===== src/rtl/definitions_pkg.sv =====
// Shared types for the load/store path: access sizes, unit state encoding
// and the alignment rule used to decide whether an access must be split.
package definitions;

  typedef enum logic [1:0] {
    BYTE = 2'd0,
    HALF = 2'd1,
    WORD = 2'd2
  } mem_access_size_t;

  typedef enum logic [1:0] {
    IDLE   = 2'd0,
    ACCESS = 2'd1,
    RESP   = 2'd2
  } mem_unit_state_t;

  // HALF needs addr[0]=0, WORD needs addr[1:0]=0; BYTE is always aligned.
  function automatic logic is_misaligned(input mem_access_size_t size,
                                         input logic [1:0] addr_lsb);
    return ((size == HALF) && addr_lsb[0]) ||
           ((size == WORD) && (addr_lsb != 2'b00));
  endfunction

  // Index of the final byte when an access is split into byte accesses.
  function automatic logic [1:0] last_byte_idx(input mem_access_size_t size);
    return (size == WORD) ? 2'd3 : 2'd1;
  endfunction

endpackage


===== src/rtl/mem_if.sv =====
// Single-port memory interface: combinational read, write committed on the
// clock edge ending the cycle in which wr_enable is high.
interface mem_if;
  import definitions::*;

  logic [31:0]      rd_addr;
  mem_access_size_t rd_size;
  logic [31:0]      rd_data;
  logic             wr_enable;
  logic [31:0]      wr_addr;
  mem_access_size_t wr_size;
  logic [31:0]      wr_data;

  modport slave (
    output rd_addr, rd_size, wr_enable, wr_addr, wr_size, wr_data,
    input  rd_data
  );

  modport memory (
    input  rd_addr, rd_size, wr_enable, wr_addr, wr_size, wr_data,
    output rd_data
  );
endinterface


===== src/rtl/mem_load_extend.sv =====
// Zero/sign extension of raw load data according to access size.
module mem_load_extend
  import definitions::*;
(
  input  mem_access_size_t size_i,
  input  logic             signed_i,
  input  logic [31:0]      raw_i,
  output logic [31:0]      data_o
);

  // Replicate bit 7 (BYTE) or bit 15 (HALF) upward for signed loads.
  always_comb begin
    data_o = raw_i;
    case (size_i)
      BYTE:    data_o = {{24{signed_i & raw_i[7]}}, raw_i[7:0]};
      HALF:    data_o = {{16{signed_i & raw_i[15]}}, raw_i[15:0]};
      default: data_o = raw_i;
    endcase
  end

endmodule


===== src/rtl/mem_access_unit.sv =====
// Load/store front-end: accepts one request at a time, issues the memory
// access (splitting misaligned HALF/WORD into byte accesses when enabled),
// extends load data and returns a response for every request.
//
// state  | meaning
// IDLE   | ready for a request
// ACCESS | memory access in progress (1 cycle aligned, 2/4 cycles split)
// RESP   | response held until consumer takes it
module mem_access_unit
  import definitions::*;
#(
  parameter bit SPLIT_MISALIGNED = 1'b1
) (
  input  logic             clk_i,
  input  logic             reset_ni,
  input  logic             req_valid_i,
  output logic             req_ready_o,
  input  logic             req_write_i,
  input  mem_access_size_t req_size_i,
  input  logic             req_signed_i,
  input  logic [31:0]      req_addr_i,
  input  logic [31:0]      req_wdata_i,
  output logic             rsp_valid_o,
  input  logic             rsp_ready_i,
  output logic [31:0]      rsp_rdata_o,
  output logic             rsp_error_o,
  mem_if.slave             memif
);

  mem_unit_state_t  state_q, state_d;
  logic             write_q, signed_q, mis_q, err_q;
  mem_access_size_t size_q;
  logic [31:0]      addr_q, wdata_q, rdata_q;
  logic [1:0]       cnt_q;

  logic             req_mis;
  logic             access_last;
  logic [4:0]       byte_shift;
  logic [31:0]      access_addr;
  logic [31:0]      assembled;
  logic [31:0]      ext_data;

  assign req_mis     = is_misaligned(req_size_i, req_addr_i[1:0]);
  assign access_last = !mis_q || (cnt_q == last_byte_idx(size_q));
  assign byte_shift  = {cnt_q, 3'b000};
  assign access_addr = addr_q + {30'd0, (mis_q ? cnt_q : 2'd0)};

  // Merge the byte just read into the partial result; aligned loads take it all.
  always_comb begin
    assembled = rdata_q;
    if (mis_q) assembled[byte_shift +: 8] = memif.rd_data[7:0];
    else       assembled = memif.rd_data;
  end

  mem_load_extend u_load_extend (
    .size_i   (size_q),
    .signed_i (signed_q),
    .raw_i    (assembled),
    .data_o   (ext_data)
  );

  // State register.
  always_ff @(posedge clk_i or negedge reset_ni) begin
    if (!reset_ni) state_q <= IDLE;
    else           state_q <= state_d;
  end

  // Next-state decode.
  always_comb begin
    state_d = state_q;
    case (state_q)
      IDLE:    if (req_valid_i)
                 state_d = (!SPLIT_MISALIGNED && req_mis) ? RESP : ACCESS;
      ACCESS:  if (access_last) state_d = RESP;
      RESP:    if (rsp_ready_i) state_d = IDLE;
      default: state_d = IDLE;
    endcase
  end

  // Request latch, byte counter and load-data assembly.
  always_ff @(posedge clk_i or negedge reset_ni) begin
    if (!reset_ni) begin
      write_q  <= 1'b0;
      signed_q <= 1'b0;
      mis_q    <= 1'b0;
      err_q    <= 1'b0;
      size_q   <= BYTE;
      addr_q   <= '0;
      wdata_q  <= '0;
      rdata_q  <= '0;
      cnt_q    <= '0;
    end else begin
      case (state_q)
        IDLE: if (req_valid_i) begin
          write_q  <= req_write_i;
          signed_q <= req_signed_i;
          size_q   <= req_size_i;
          addr_q   <= req_addr_i;
          wdata_q  <= req_wdata_i;
          mis_q    <= req_mis;
          err_q    <= !SPLIT_MISALIGNED && req_mis;
          rdata_q  <= '0;
          cnt_q    <= '0;
        end
        ACCESS: begin
          if (!write_q) rdata_q <= access_last ? ext_data : assembled;
          cnt_q <= cnt_q + 2'd1;
        end
        default: ;
      endcase
    end
  end

  // Handshake, response and memory port drive.
  always_comb begin
    req_ready_o     = (state_q == IDLE);
    rsp_valid_o     = (state_q == RESP);
    rsp_rdata_o     = (state_q == RESP) ? rdata_q : '0;
    rsp_error_o     = (state_q == RESP) && err_q;
    memif.wr_enable = 1'b0;
    memif.rd_addr   = addr_q;
    memif.wr_addr   = addr_q;
    memif.rd_size   = BYTE;
    memif.wr_size   = BYTE;
    memif.wr_data   = '0;
    if (state_q == ACCESS) begin
      memif.rd_addr = access_addr;
      memif.wr_addr = access_addr;
      memif.rd_size = mis_q ? BYTE : size_q;
      memif.wr_size = mis_q ? BYTE : size_q;
      if (write_q) begin
        memif.wr_enable = 1'b1;
        memif.wr_data   = mis_q ? {24'd0, wdata_q[byte_shift +: 8]} : wdata_q;
      end
    end
  end

endmodule


===== src/flat_wrapper.sv =====
// flat-port wrapper written by rule: the top's interface ports become plain ports
module mem_access_unit_flat import definitions::*;
#(
  parameter bit SPLIT_MISALIGNED = 1'b1
)
  (clk_i, reset_ni, req_valid_i, req_ready_o, req_write_i, req_size_i, req_signed_i, req_addr_i, req_wdata_i, rsp_valid_o, rsp_ready_i, rsp_rdata_o, rsp_error_o, memif_rd_addr, memif_rd_size, memif_wr_enable, memif_wr_addr, memif_wr_size, memif_wr_data, memif_rd_data);
  mem_if memif_i ();
  input  logic clk_i;
  input  logic reset_ni;
  input  logic req_valid_i;
  output logic req_ready_o;
  input  logic req_write_i;
  input  mem_access_size_t req_size_i;
  input  logic req_signed_i;
  input  logic [31:0] req_addr_i;
  input  logic [31:0] req_wdata_i;
  output logic rsp_valid_o;
  input  logic rsp_ready_i;
  output logic [31:0] rsp_rdata_o;
  output logic rsp_error_o;
  output wire logic [$bits(memif_i.rd_addr)-1:0] memif_rd_addr;
  output wire logic [$bits(memif_i.rd_size)-1:0] memif_rd_size;
  output wire logic [$bits(memif_i.wr_enable)-1:0] memif_wr_enable;
  output wire logic [$bits(memif_i.wr_addr)-1:0] memif_wr_addr;
  output wire logic [$bits(memif_i.wr_size)-1:0] memif_wr_size;
  output wire logic [$bits(memif_i.wr_data)-1:0] memif_wr_data;
  input wire logic [$bits(memif_i.rd_data)-1:0] memif_rd_data;
  assign memif_rd_addr = memif_i.rd_addr;
  assign memif_rd_size = memif_i.rd_size;
  assign memif_wr_enable = memif_i.wr_enable;
  assign memif_wr_addr = memif_i.wr_addr;
  assign memif_wr_size = memif_i.wr_size;
  assign memif_wr_data = memif_i.wr_data;
  assign memif_i.rd_data = memif_rd_data;
  mem_access_unit #(.SPLIT_MISALIGNED(SPLIT_MISALIGNED)) u_core (.clk_i(clk_i), .reset_ni(reset_ni), .req_valid_i(req_valid_i), .req_ready_o(req_ready_o), .req_write_i(req_write_i), .req_size_i(req_size_i), .req_signed_i(req_signed_i), .req_addr_i(req_addr_i), .req_wdata_i(req_wdata_i), .rsp_valid_o(rsp_valid_o), .rsp_ready_i(rsp_ready_i), .rsp_rdata_o(rsp_rdata_o), .rsp_error_o(rsp_error_o), .memif(memif_i));
endmodule

===== config.mk =====
export PLATFORM = sky130hd
export DESIGN_NAME = mem_access_unit_flat
export DESIGN_NICKNAME = d
export VERILOG_FILES = /design/src/rtl/definitions_pkg.sv /design/src/rtl/mem_if.sv /design/src/rtl/mem_load_extend.sv /design/src/rtl/mem_access_unit.sv /design/src/flat_wrapper.sv
export SDC_FILE = /design/constraint.sdc
export NUM_CORES = 1
export LEC_CHECK = 0
export CAP_MARGIN = 20
export CORE_ASPECT_RATIO = 2
export CORE_MARGIN = 2
export CORE_UTILIZATION = 47
export CTS_CLUSTER_SIZE = 24
export DETAILED_ROUTE_END_ITERATION = 16
export PLACE_DENSITY = 0.78
export SLEW_MARGIN = 20
export SYNTH_ARGS = -nofsm -noshare
export SYNTH_HDL_FRONTEND = slang
export SYNTH_HIERARCHICAL = 1
export SYNTH_SLANG_ARGS = --single-unit
export TNS_END_PERCENT = 30

===== constraint.sdc =====
create_clock -name clk_i -period 3.85 [get_ports clk_i]
set_clock_uncertainty 0.05 [all_clocks]
set_input_delay 0.385 -clock clk_i [delete_from_list [all_inputs] [get_ports clk_i]]
set_output_delay 0.385 -clock clk_i [all_outputs]
set_load 0.01 [all_outputs]

## Word-level counts from Yosys, hierarchy flattened

Index checks and enable logic that the tools add are counted.

| word-level totals | value |
|---|---|
| register bits after elaboration | 105 |
| input port bits | 104 |
| output and inout port bits | 136 |

| operators by class | value |
|---|---|
| $add $sub $neg | 3 |
| equal/unequal tests | 11 |
| shift-type cells | 3 |
| multiplexer cells | 24 |
| bitwise logic cells | 2 |
| reduce and logical (&&, ||, !) cells | 13 |

Operator list:

| cell | number |
|---|---|
| two-way mux 32 bit | 9 |
| case mux 32 bit (2 select lines) | 2 |
| adder 32 x 2 -> 32 bit | 1 |
| bitwise mux 32 bit | 1 |
| variable shift 8 x 7 -> 32 bit, first input constant | 1 |
| variable part select 32 x 6 -> 8 bit | 1 |
| variable part select 8 x 7 -> 32 bit | 1 |
| two-way mux 2 bit | 8 |
| negator 5 -> 7 bit | 1 |
| == test 2 x 1 -> 1 bit, second input constant | 3 |
| == test 2 bit, second input constant | 3 |
| case mux 2 bit (3 select lines) | 1 |
| AND reduction 3 bit | 2 |
| zero test 2 bit | 2 |
| inequality test 2 x 1 -> 1 bit, second input constant | 2 |
| inequality test 2 bit, second input constant | 2 |
| case mux 2 bit (2 select lines) | 1 |
| AND reduction 2 bit | 2 |
| nonzero test 2 bit | 2 |
| adder 2 x 1 -> 2 bit, second input constant | 1 |
| bitwise AND 1 bit | 2 |
| == test 2 bit | 1 |
| logical AND 1 bit | 2 |
| logical OR 1 bit | 2 |
| other kinds (2) | 3 |

## Logic depth before layout (Yosys ltp)

Gate-level depths: netlist of the first run.

| logic depth | value |
|---|---|
| word-level depth | 9 |
| depth in mapped cells | 14 |
| depth with buffers taken out | 10 |

## Modules after synthesis

The synthesis of the first run kept the hierarchy.

By module, submodules not included:

| module | times used | cells each | area each (µm²) | sequential area each (µm²) |
|---|---|---|---|---|
| mem_access_unit | 1 | 785 | 7030.5 | 2627.5 |
| mem_load_extend | 1 | 66 | 385.4 | 0.0 |

## Worst setup path after synthesis of the first run

OpenSTA, ideal clock, no wires.

| timing path | value |
|---|---|
| kind | register -> output |
| start point | register u_core.cnt_q[0] |
| end point | output memif_wr_addr[28] |
| arrival time | 2.940 ns |
| slack | 0.475 ns |
| stages on the path, launching flop included | 12 |
| path buffers | 3 |
| cell sequence | dfrtp_1 > clkbuf_1 > and2_1 > ha_1 > inv_1 > fa_1 > nand4bb_1 > or4_4 > buf_6 > nor4_2 > xor2_1 > buf_4 |

| between the ends | value |
|---|---|
| longest elaborated chain between the ends | 3 |

Ends and longest elaborated chain:

| item | line | source |
|---|---|---|
| start: declaration | mem_access_unit.sv:34 | `logic [1:0] cnt_q;` |
| start signal: assignment | mem_access_unit.sv:107 | `cnt_q <= cnt_q + 2'd1;` |
| two-way mux 2 bit | mem_access_unit.sv:46 | `assign access_addr = addr_q + {30'd0, (mis_q ? cnt_q : 2'd0)};` |
| adder 32 x 2 -> 32 bit | mem_access_unit.sv:46 |  |
| two-way mux 32 bit | -- |  |
| end: declaration | flat_wrapper.sv:24 | `output wire logic [$bits(memif_i.wr_addr)-1:0] memif_wr_addr;` |

No other way between the ends.

## Worst setup path after layout of the first run

| timing path | value |
|---|---|
| start point | register u_core.mis_q |
| end point | output memif_rd_addr[28] |

| between the ends | value |
|---|---|
| longest elaborated chain between the ends | 3 |

Ends and longest elaborated chain:

| item | line | source |
|---|---|---|
| start: declaration | mem_access_unit.sv:31 | `logic write_q, signed_q, mis_q, err_q;` |
| start signal: assignment | mem_access_unit.sv:100 | `mis_q <= req_mis;` |
| two-way mux 2 bit | mem_access_unit.sv:46 |  |
| adder 32 x 2 -> 32 bit | mem_access_unit.sv:46 |  |
| two-way mux 32 bit | mem_access_unit.sv:126 | `if (state_q == ACCESS) begin` |
| end: declaration | flat_wrapper.sv:21 | `output wire logic [$bits(memif_i.rd_addr)-1:0] memif_rd_addr;` |

No other way between the ends.

==> results of run 1 <==
[registers in the layout (all words and copies together) (netlist names)]
| register | flops |
|---|---|
| u_core/addr_q | 32 |
| u_core/rdata_q | 32 |
| u_core/wdata_q | 32 |
| u_core/cnt_q | 2 |
| u_core/size_q | 2 |
| u_core/state_q | 2 |
| u_core/mis_q | 1 |
| u_core/signed_q | 1 |
| u_core/write_q | 1 |
[critical path, cell delays in order (launching register included)]
cell                              delay (ps)
sky130_fd_sc_hd__dfrtp_2                 370
sky130_fd_sc_hd__and2_1                  140
sky130_fd_sc_hd__ha_1                    170
sky130_fd_sc_hd__inv_1                    60
sky130_fd_sc_hd__fa_1                    400
sky130_fd_sc_hd__nand4bb_4               290
sky130_fd_sc_hd__or4_4                   590
sky130_fd_sc_hd__nor4_2                  240
sky130_fd_sc_hd__xor2_1                  220
sky130_fd_sc_hd__clkdlybuf4s50_1         570
[cells in the final DEF (no fill, tap or decap), types with 12 or more instances in the layout]
master	Yosys	routed
sky130_fd_sc_hd__clkdlybuf4s50_1	0	232
sky130_fd_sc_hd__nand2_1	108	108
sky130_fd_sc_hd__dfrtp_1	105	104
sky130_fd_sc_hd__mux2_2	74	74
sky130_fd_sc_hd__and2_1	68	67
sky130_fd_sc_hd__nor2_1	58	58
sky130_fd_sc_hd__a21oi_1	43	43
sky130_fd_sc_hd__o221ai_1	32	32
sky130_fd_sc_hd__o211ai_1	32	32
sky130_fd_sc_hd__nor3_1	30	30
sky130_fd_sc_hd__nor2b_1	28	28
sky130_fd_sc_hd__o21ai_0	26	26
sky130_fd_sc_hd__xor2_1	17	17
sky130_fd_sc_hd__buf_4	43	16
sky130_fd_sc_hd__inv_1	14	14
sky130_fd_sc_hd__xnor2_1	14	13
sky130_fd_sc_hd__nand3_1	12	12
[Yosys cell counts (all sizes together) (14+ instances only)]
master  count  area share [%]
clkbuf     44             2.2
inv        14            0.71
o221ai     32             3.8
nand2     108             5.5
o21ai      36             2.6
nor2       58             2.9
nor2b      28             2.4
dfrtp     105              35
o211ai     32             3.2
mux2       74              11
buf        61             5.9
xnor2      14             1.7
and2       69             5.8
a21oi      43             2.9
nor3       32             2.3
xor2       17             2.0
[final cells by class]
cell class / count / area, um^2 / share of cell area [%]
multi-input combinational: 626 / 4170 / 42.1
sequential: 105 / 2630 / 26.6
timing repair buffer: 253 / 2500 / 25.3
tap: 201 / 251 / 2.54
clock buffer: 10 / 229 / 2.31
clock inverter: 6 / 60.1 / 0.607
inverter: 15 / 56.3 / 0.569
[power by group]
| group | leakage (uW) | switching, uW | internal [uW] |
|---|---|---|---|
| clock network | 0.000141 | 447 | 455 |
| logic | 0.00244 | 2220 | 2040 |
| registers | 0.00130 | 529 | 1620 |
[per-layer routing]
| layer | wire length [um] | global-route usage, % | share of wire, % |
|---|---|---|---|
| met1 | 8390 | 31.0 | 39 |
| met2 | 10900 | 43.9 | 50 |
| met3 | 1890 | 6.31 | 8.7 |
| met4 | 517 | 11.1 | 2.4 |
| met5 | 0 | 0 | 0 |
[worst min-delay path by stage]
stage / startpoint / endpoint / slack [ps] / cells past startpoint
global route: reset_ni / u_core/rdata_q[3] / 170 / 1
floorplan: reset_ni / u_core/addr_q[0] / 40 / 0
CTS: reset_ni / u_core/rdata_q[3] / 140 / 1
finish: reset_ni / u_core/rdata_q[4] / 100 / 1
detailed placement: u_core/wdata_q[7] / u_core/wdata_q[7] / 440 / 1
global placement: u_core/wdata_q[5] / u_core/wdata_q[5] / 440 / 1
[cells by family (layout without fill, tap and decap cells)]
kind of cell / count (synthesis) / count (layout) / synth area share, %
AO/OA/AOI/OAI: 156 / 156 / 13.7
XOR/XNOR: 31 / 31 / 3.66
adder cells (fa/ha/maj): 8 / 8 / 1.45
buffers and inverters: 120 / 284 / 8.86
flip-flops: 105 / 105 / 35.4
multiplexers: 75 / 75 / 11.5
other: 1 / 1 / 0.0506
AND/OR/NAND/NOR: 355 / 355 / 25.3
[what timing repair did]
item | in CTS | in global routing
pin swaps | 1 | 1
setup endpoints to repair | 4 | 17
resized for setup | 1 | 6
[through the flow]
stage          area (um^2)  total power (uW)  util (%)  hold WS (ps)
6_report              9900              7310      63.4           102
5_1_grt               9900              7820      63.4           172
4_1_cts               9880              7320      63.3           135
3_5_place_dp          9580              6390      61.3           440
3_3_place_gp          9580              6270      61.3           436
2_1_floorplan         7420              4910         -          39.4
==> parameters.txt, run 1 <==
Parameter                              Value

STA
  Final Cycle Share    roughly 99%
  Max_slew headroom    35.7%
  Setup Viol. Count Final    0
  Slew at the pin closest to its max-slew limit    965 ps
  Number of max-slew violations in the final report    0
  Unrepaired setup endpoints after global routing    true
  Aggregate negative setup slack    0 ps
  Fin crit period    ~3800 ps
  Max Freq    ~260 MHz
  Post-route setup slack    33.4 ps
  Final Hold Violating Endpoints    0

Layout
  Fraction of layout cells with a size suffix above 1    13.8%
  Post-route insts no fill    between 1000 and 1500
  Number of nets at the end of the flow    1122
  Number of fill cells    about 1300
  Final antenna diode count    0
  Post-synthesis to final-layout area growth    33.5%

Detailed routing
  Final routed wire length divided by cell count    17.9 um
  Drt first pass iters    5
  Final Routed Wirelength    21700 um
  Number of DRC markers in iteration 0    309
  Post-DR vias/cell    5.74
  Number of design rule violations left after detail routing    0
  Residual antenna-violating net count after detailed routing    0
  Overall via count from detail_route    about 7000

CTS
  TritonCTS sink count    105
  Clock tree from TritonCTS    done
  Worst-skew pair later-pin latency    around 350 ps
  Clock slew seen by the registers of the worst setup and hold paths    approximately 80 ps
  Root buffer selected by CTS    sky130_fd_sc_hd__clkbuf_16
  Longest Clk Path Bufs    2
  Number of setup buffers added after CTS    0
  Count of H-tree levels built during CTS    3
  Hold Buf Count CTS    0
  Number of buffers created by CTS    9

Logic synthesis
  Number of flip-flops and latches in the synthesized netlist    between 100 and 150
  Fraction of the yosys area taken by sequential cells    35.4%
  Library cells used by synthesis    52
  Ys async rst share    100%
  Synthesis Warnings    6
  Number of enable-type register cells in the synthesized netlist    0
  Nets in the synthesized netlist    about 960
  Most used flip-flop cell after synthesis    sky130_fd_sc_hd__dfrtp_1
  Count of mapped cells out of synthesis    851
  Per-instance average area after synthesis    between 8 and 9 um^2
  Synthesized area    0.00742 mm^2

GRT
  Global-route usage over all layers    approximately a quarter
  Number of antenna violations at the first check in global routing    0
  Global-route wire length before repair    35400 um
  Total congestion overflow    0
  Via count of the first global-routing pass    7188
  Pin count of the biggest net entering global routing    76

Floorplan
  Vert. Die Dim    182 um
  Std-Cell Core Area    between 0.015 and 0.02 mm^2
  Initial core utilization    between 40 and 50%
  Chip Width    92.8 um
  IO Count    240
  Number of standard-cell rows in the floorplan    65
  Die Footprint    0.0169 mm^2

Pwr
  LEAKAGE    0.00388 uW
  Power density relative to cell area    738 mW/mm^2
  Worst supply voltage drop on vdd    around 360 uV

Worst setup path
  Reg2reg path depth    11
  Crit path DAT    3380 ps
  Critical path launch point type    register
  Beginning of the critical path    u_core/mis_q
  Timing endpoint of the critical path    memif_rd_addr[28]
  Startpoint of the lowest-slack register-to-register path    u_core/cnt_q[0]
  Flop2flop setup slack    430 ps
  WS Path Type    reg2out
  Endpoint of the worst register-to-register path    u_core/rdata_q[31]
  Critical path required time    3410 ps
  Category of the worst setup path capture point    primary output
  Largest driver fanout on the critical path    6

Placement
  Number of placed instances with taps included    between 1000 and 1500
  Port Buffers    about 240
  Dpl hpwl    15300 um
  Final weighted congestion in routability-driven placement    0.875
  Setup slack at placement    340 ps

Flow run
  Number of max-capacitance violations reported    0

Status
  Result of the run    finished, final reports clean

Hold path
  Hold WC Path Type    in2async
Power figures use the tool's default switching activity.
==> run 2: changes to the inputs <==
GPL_TIMING_DRIVEN = 0   (was not set)
TNS_END_PERCENT = not set   (was 30)
==> parameters.txt, run 2 (synthesis results as in run 1) <==
Parameter                              Value

CTS
  Worst-skew pair later-pin latency    350 ps
  Longest Clk Path Bufs    2
  Number of buffers created by CTS    9
  Clock slew seen by the registers of the worst setup and hold paths    80 ps
  Clock tree from TritonCTS    done
  TritonCTS sink count    105
  Root buffer selected by CTS    sky130_fd_sc_hd__clkbuf_16
  Count of H-tree levels built during CTS    3

STA
  Max Freq    between 200 and 300 MHz
  Slew at the pin closest to its max-slew limit    between 700 and 800 ps
  Aggregate negative setup slack    0 ps
  Final Cycle Share    96.0%
  Post-route setup slack    about 160 ps
  Max_slew headroom    51.8%
  Number of max-slew violations in the final report    0
  Fin crit period    3690 ps
  Final Hold Violating Endpoints    0
  Setup Viol. Count Final    0

GRT
  Number of antenna violations at the first check in global routing    0
  Via count of the first global-routing pass    7317
  Total congestion overflow    0
  Global-route usage over all layers    27.8%
  Pin count of the biggest net entering global routing    61
  Global-route wire length before repair    37400 um

Pwr
  Power dissipated by switching net loads    3410 uW
  Internal    4470 uW
  Clock group share of total power    11.5%
  Switching Share    between 40% and 50%
  Power density relative to cell area    747 mW/mm^2
  Combinational fraction of design power    approximately 60%
  Share of total power in sequential cells    27.3%
  Total power after layout    between 7000 and 8000 uW
  LEAKAGE    0.00427 uW
  Worst supply voltage drop on vdd    334 uV

Placement
  DP Area    0.0101 mm^2
  Number of placed instances with taps included    1291
  Final weighted congestion in routability-driven placement    0.937
  Setup slack at placement    -498 ps
  Dpl hpwl    17900 um
  Port Buffers    238

Layout
  Footprint of the flip-flops and latches    0.00263 mm^2
  Post-route cell area    around 0.011 mm^2
  Multi-input logic area    0.00425 mm^2
  Most used cells in the layout excluding fill and tap cells    sky130_fd_sc_hd__clkdlybuf4s50_1 (225), sky130_fd_sc_hd__nand2_1 (108), sky130_fd_sc_hd__dfrtp_1 (103), sky130_fd_sc_hd__mux2_2 (74), sky130_fd_sc_hd__and2_1 (68)
  Largest registers ranked by flip-flop count    u_core/addr_q (32), u_core/rdata_q (32), u_core/wdata_q (32)
  Number of fill cells    1314
  Fraction of layout cells with a size suffix above 1    18.7%
  Most common cell after layout, fill and taps aside    sky130_fd_sc_hd__clkdlybuf4s50_1
  Post-synthesis to final-layout area growth    42.2%
  Post-route insts no fill    between 1000 and 1500
  Number of nets at the end of the flow    1218
  Final antenna diode count    0

Flow run
  Number of max-capacitance violations reported    0

Detailed routing
  Drt first pass iters    5
  Number of design rule violations left after detail routing    0
  Final Routed Wirelength    roughly 24000 um
  Post-DR vias/cell    5.62
  Residual antenna-violating net count after detailed routing    0
  Number of DRC markers in iteration 0    557
  Overall via count from detail_route    7372
  Final routed wire length divided by cell count    18.1 um

Hold path
  Hold endpoint    u_core/wdata_q[4]
  Cell count of the worst hold path    1
  Hold path start    u_core/wdata_q[4]
  Hold WC Path Type    reg2reg

Floorplan
  Number of standard-cell rows in the floorplan    65
  Chip Width    92.8 um
  Die Footprint    0.0169 mm^2
  Vert. Die Dim    182 um
  Initial core utilization    47.5%
  IO Count    240
  Std-Cell Core Area    about 0.016 mm^2

Worst setup path
  Highest-delay cell along the critical path    sky130_fd_sc_hd__clkdlybuf4s50_1
  Crit path DAT    around 3300 ps
  Most Frequent Cell on Critical Path    sky130_fd_sc_hd__buf_4
  Cell breakdown of the critical path    buf_8, and2_1, ha_2, inv_1, fa_2, nand4bb_4, buf_4, nor4_4, nand3_1, xnor2_1, buf_4, clkdlybuf4s50_1
  Largest stage delay on the critical path    about 520 ps
  Largest driver fanout on the critical path    10
  Startpoint of the lowest-slack register-to-register path    u_core/cnt_q[0]
  Critical path launch point type    register
  Endpoint of the worst register-to-register path    u_core/rdata_q[23]
  Critical path required time    3410 ps
  Reg2reg path depth    15
  WS Path Type    reg2out
  Crit path buf inv count    5
  Flop2flop setup slack    290 ps
  Family with the most delay on the worst path    buffers and inverters
  Category of the worst setup path capture point    primary output

Status
  Result of the run    finished, final reports clean
[run 2: changes by cell type in the layout (fill, tap and decap cells not counted), sizes merged]
| cell | before | now |
|---|---|---|
| clkdlybuf4s50 | 232 | 225 |
| clkinv | 4 | 1 |
| inv | 17 | 19 |
| clkbuf | 10 | 52 |
| dlymetal6s2s | 5 | 2 |
| dlygate4sd3 | 0 | 1 |
| clkinvlp | 0 | 1 |
| dlygate4sd2 | 0 | 5 |
| buf | 16 | 74 |
[run 2: power by group through the flow]
stage                     registers (uW)  logic, uW  clock network [uW]
after global placement              2100       4640                   0
after global routing                2230       5190                 965
after detailed placement            2130       4730                   0
after CTS                           2130       4760                 937
after floorplan                     1980       2940                   0
final                               2150       4820                 905
[run 2: how the worst max path moves through the flow]
stage,startpoint,endpoint,slack (ps),depth (start not counted)
floorplan,u_core/cnt_q[0],memif_wr_addr[28],470,11
global placement,reset_ni,u_core/wdata_q[27],-1850,1
detailed placement,u_core/cnt_q[0],memif_wr_addr[26],-500,12
CTS,u_core/cnt_q[0],u_core/rdata_q[23],20,15
global route,u_core/cnt_q[0],memif_wr_addr[14],-30,12
finish,u_core/cnt_q[0],memif_wr_addr[14],160,12
[run 2: per-stage QoR]
step / util (%) / hold slack [ps]
3_3_place_gp: 64.4 / 435
3_5_place_dp: 64.5 / 373
5_1_grt: 67.5 / 466
6_report: 67.5 / 456
2_1_floorplan: - / 39.4
4_1_cts: 67.0 / 458
[run 2: cell type report]
class                   instances  area share, %
clock buffers                  10           2.17
well taps                     201           2.39
multi-input cells             626           40.3
flip-flops and latches        105           24.9
repair buffers                246           23.2
plain buffers                 103           5.84
clock inverters                 6          0.522
inverters                      15          0.570
[run 2: metal layers]
layer	up-vias	part of all wire, %	global-route usage, %
met5	-	0	0
met4	0	2.5	8.76
met3	48	9.1	5.85
met2	387	50	48.5
met1	3509	39	33.8
li1	3428	-	-
[run 2: worst register-to-register path, delay by kind of cell (launching register included)]
family | cells | cell delay (ps)
compound gates | 3 | 550
simple gates | 4 | 860
buf+inv | 6 | 1230
mux | 1 | 150
flops | 1 | 380
fa+ha+maj | 1 | 260
[run 2: what timing repair did]
item,4_1_cts,5_1_grt
gates resized for setup,27,21
hold buffers,1,0
setup buffers,4,2
pin swaps,4,6
endpoints found under the hold margin,22,0
setup endpoints to repair,47,26
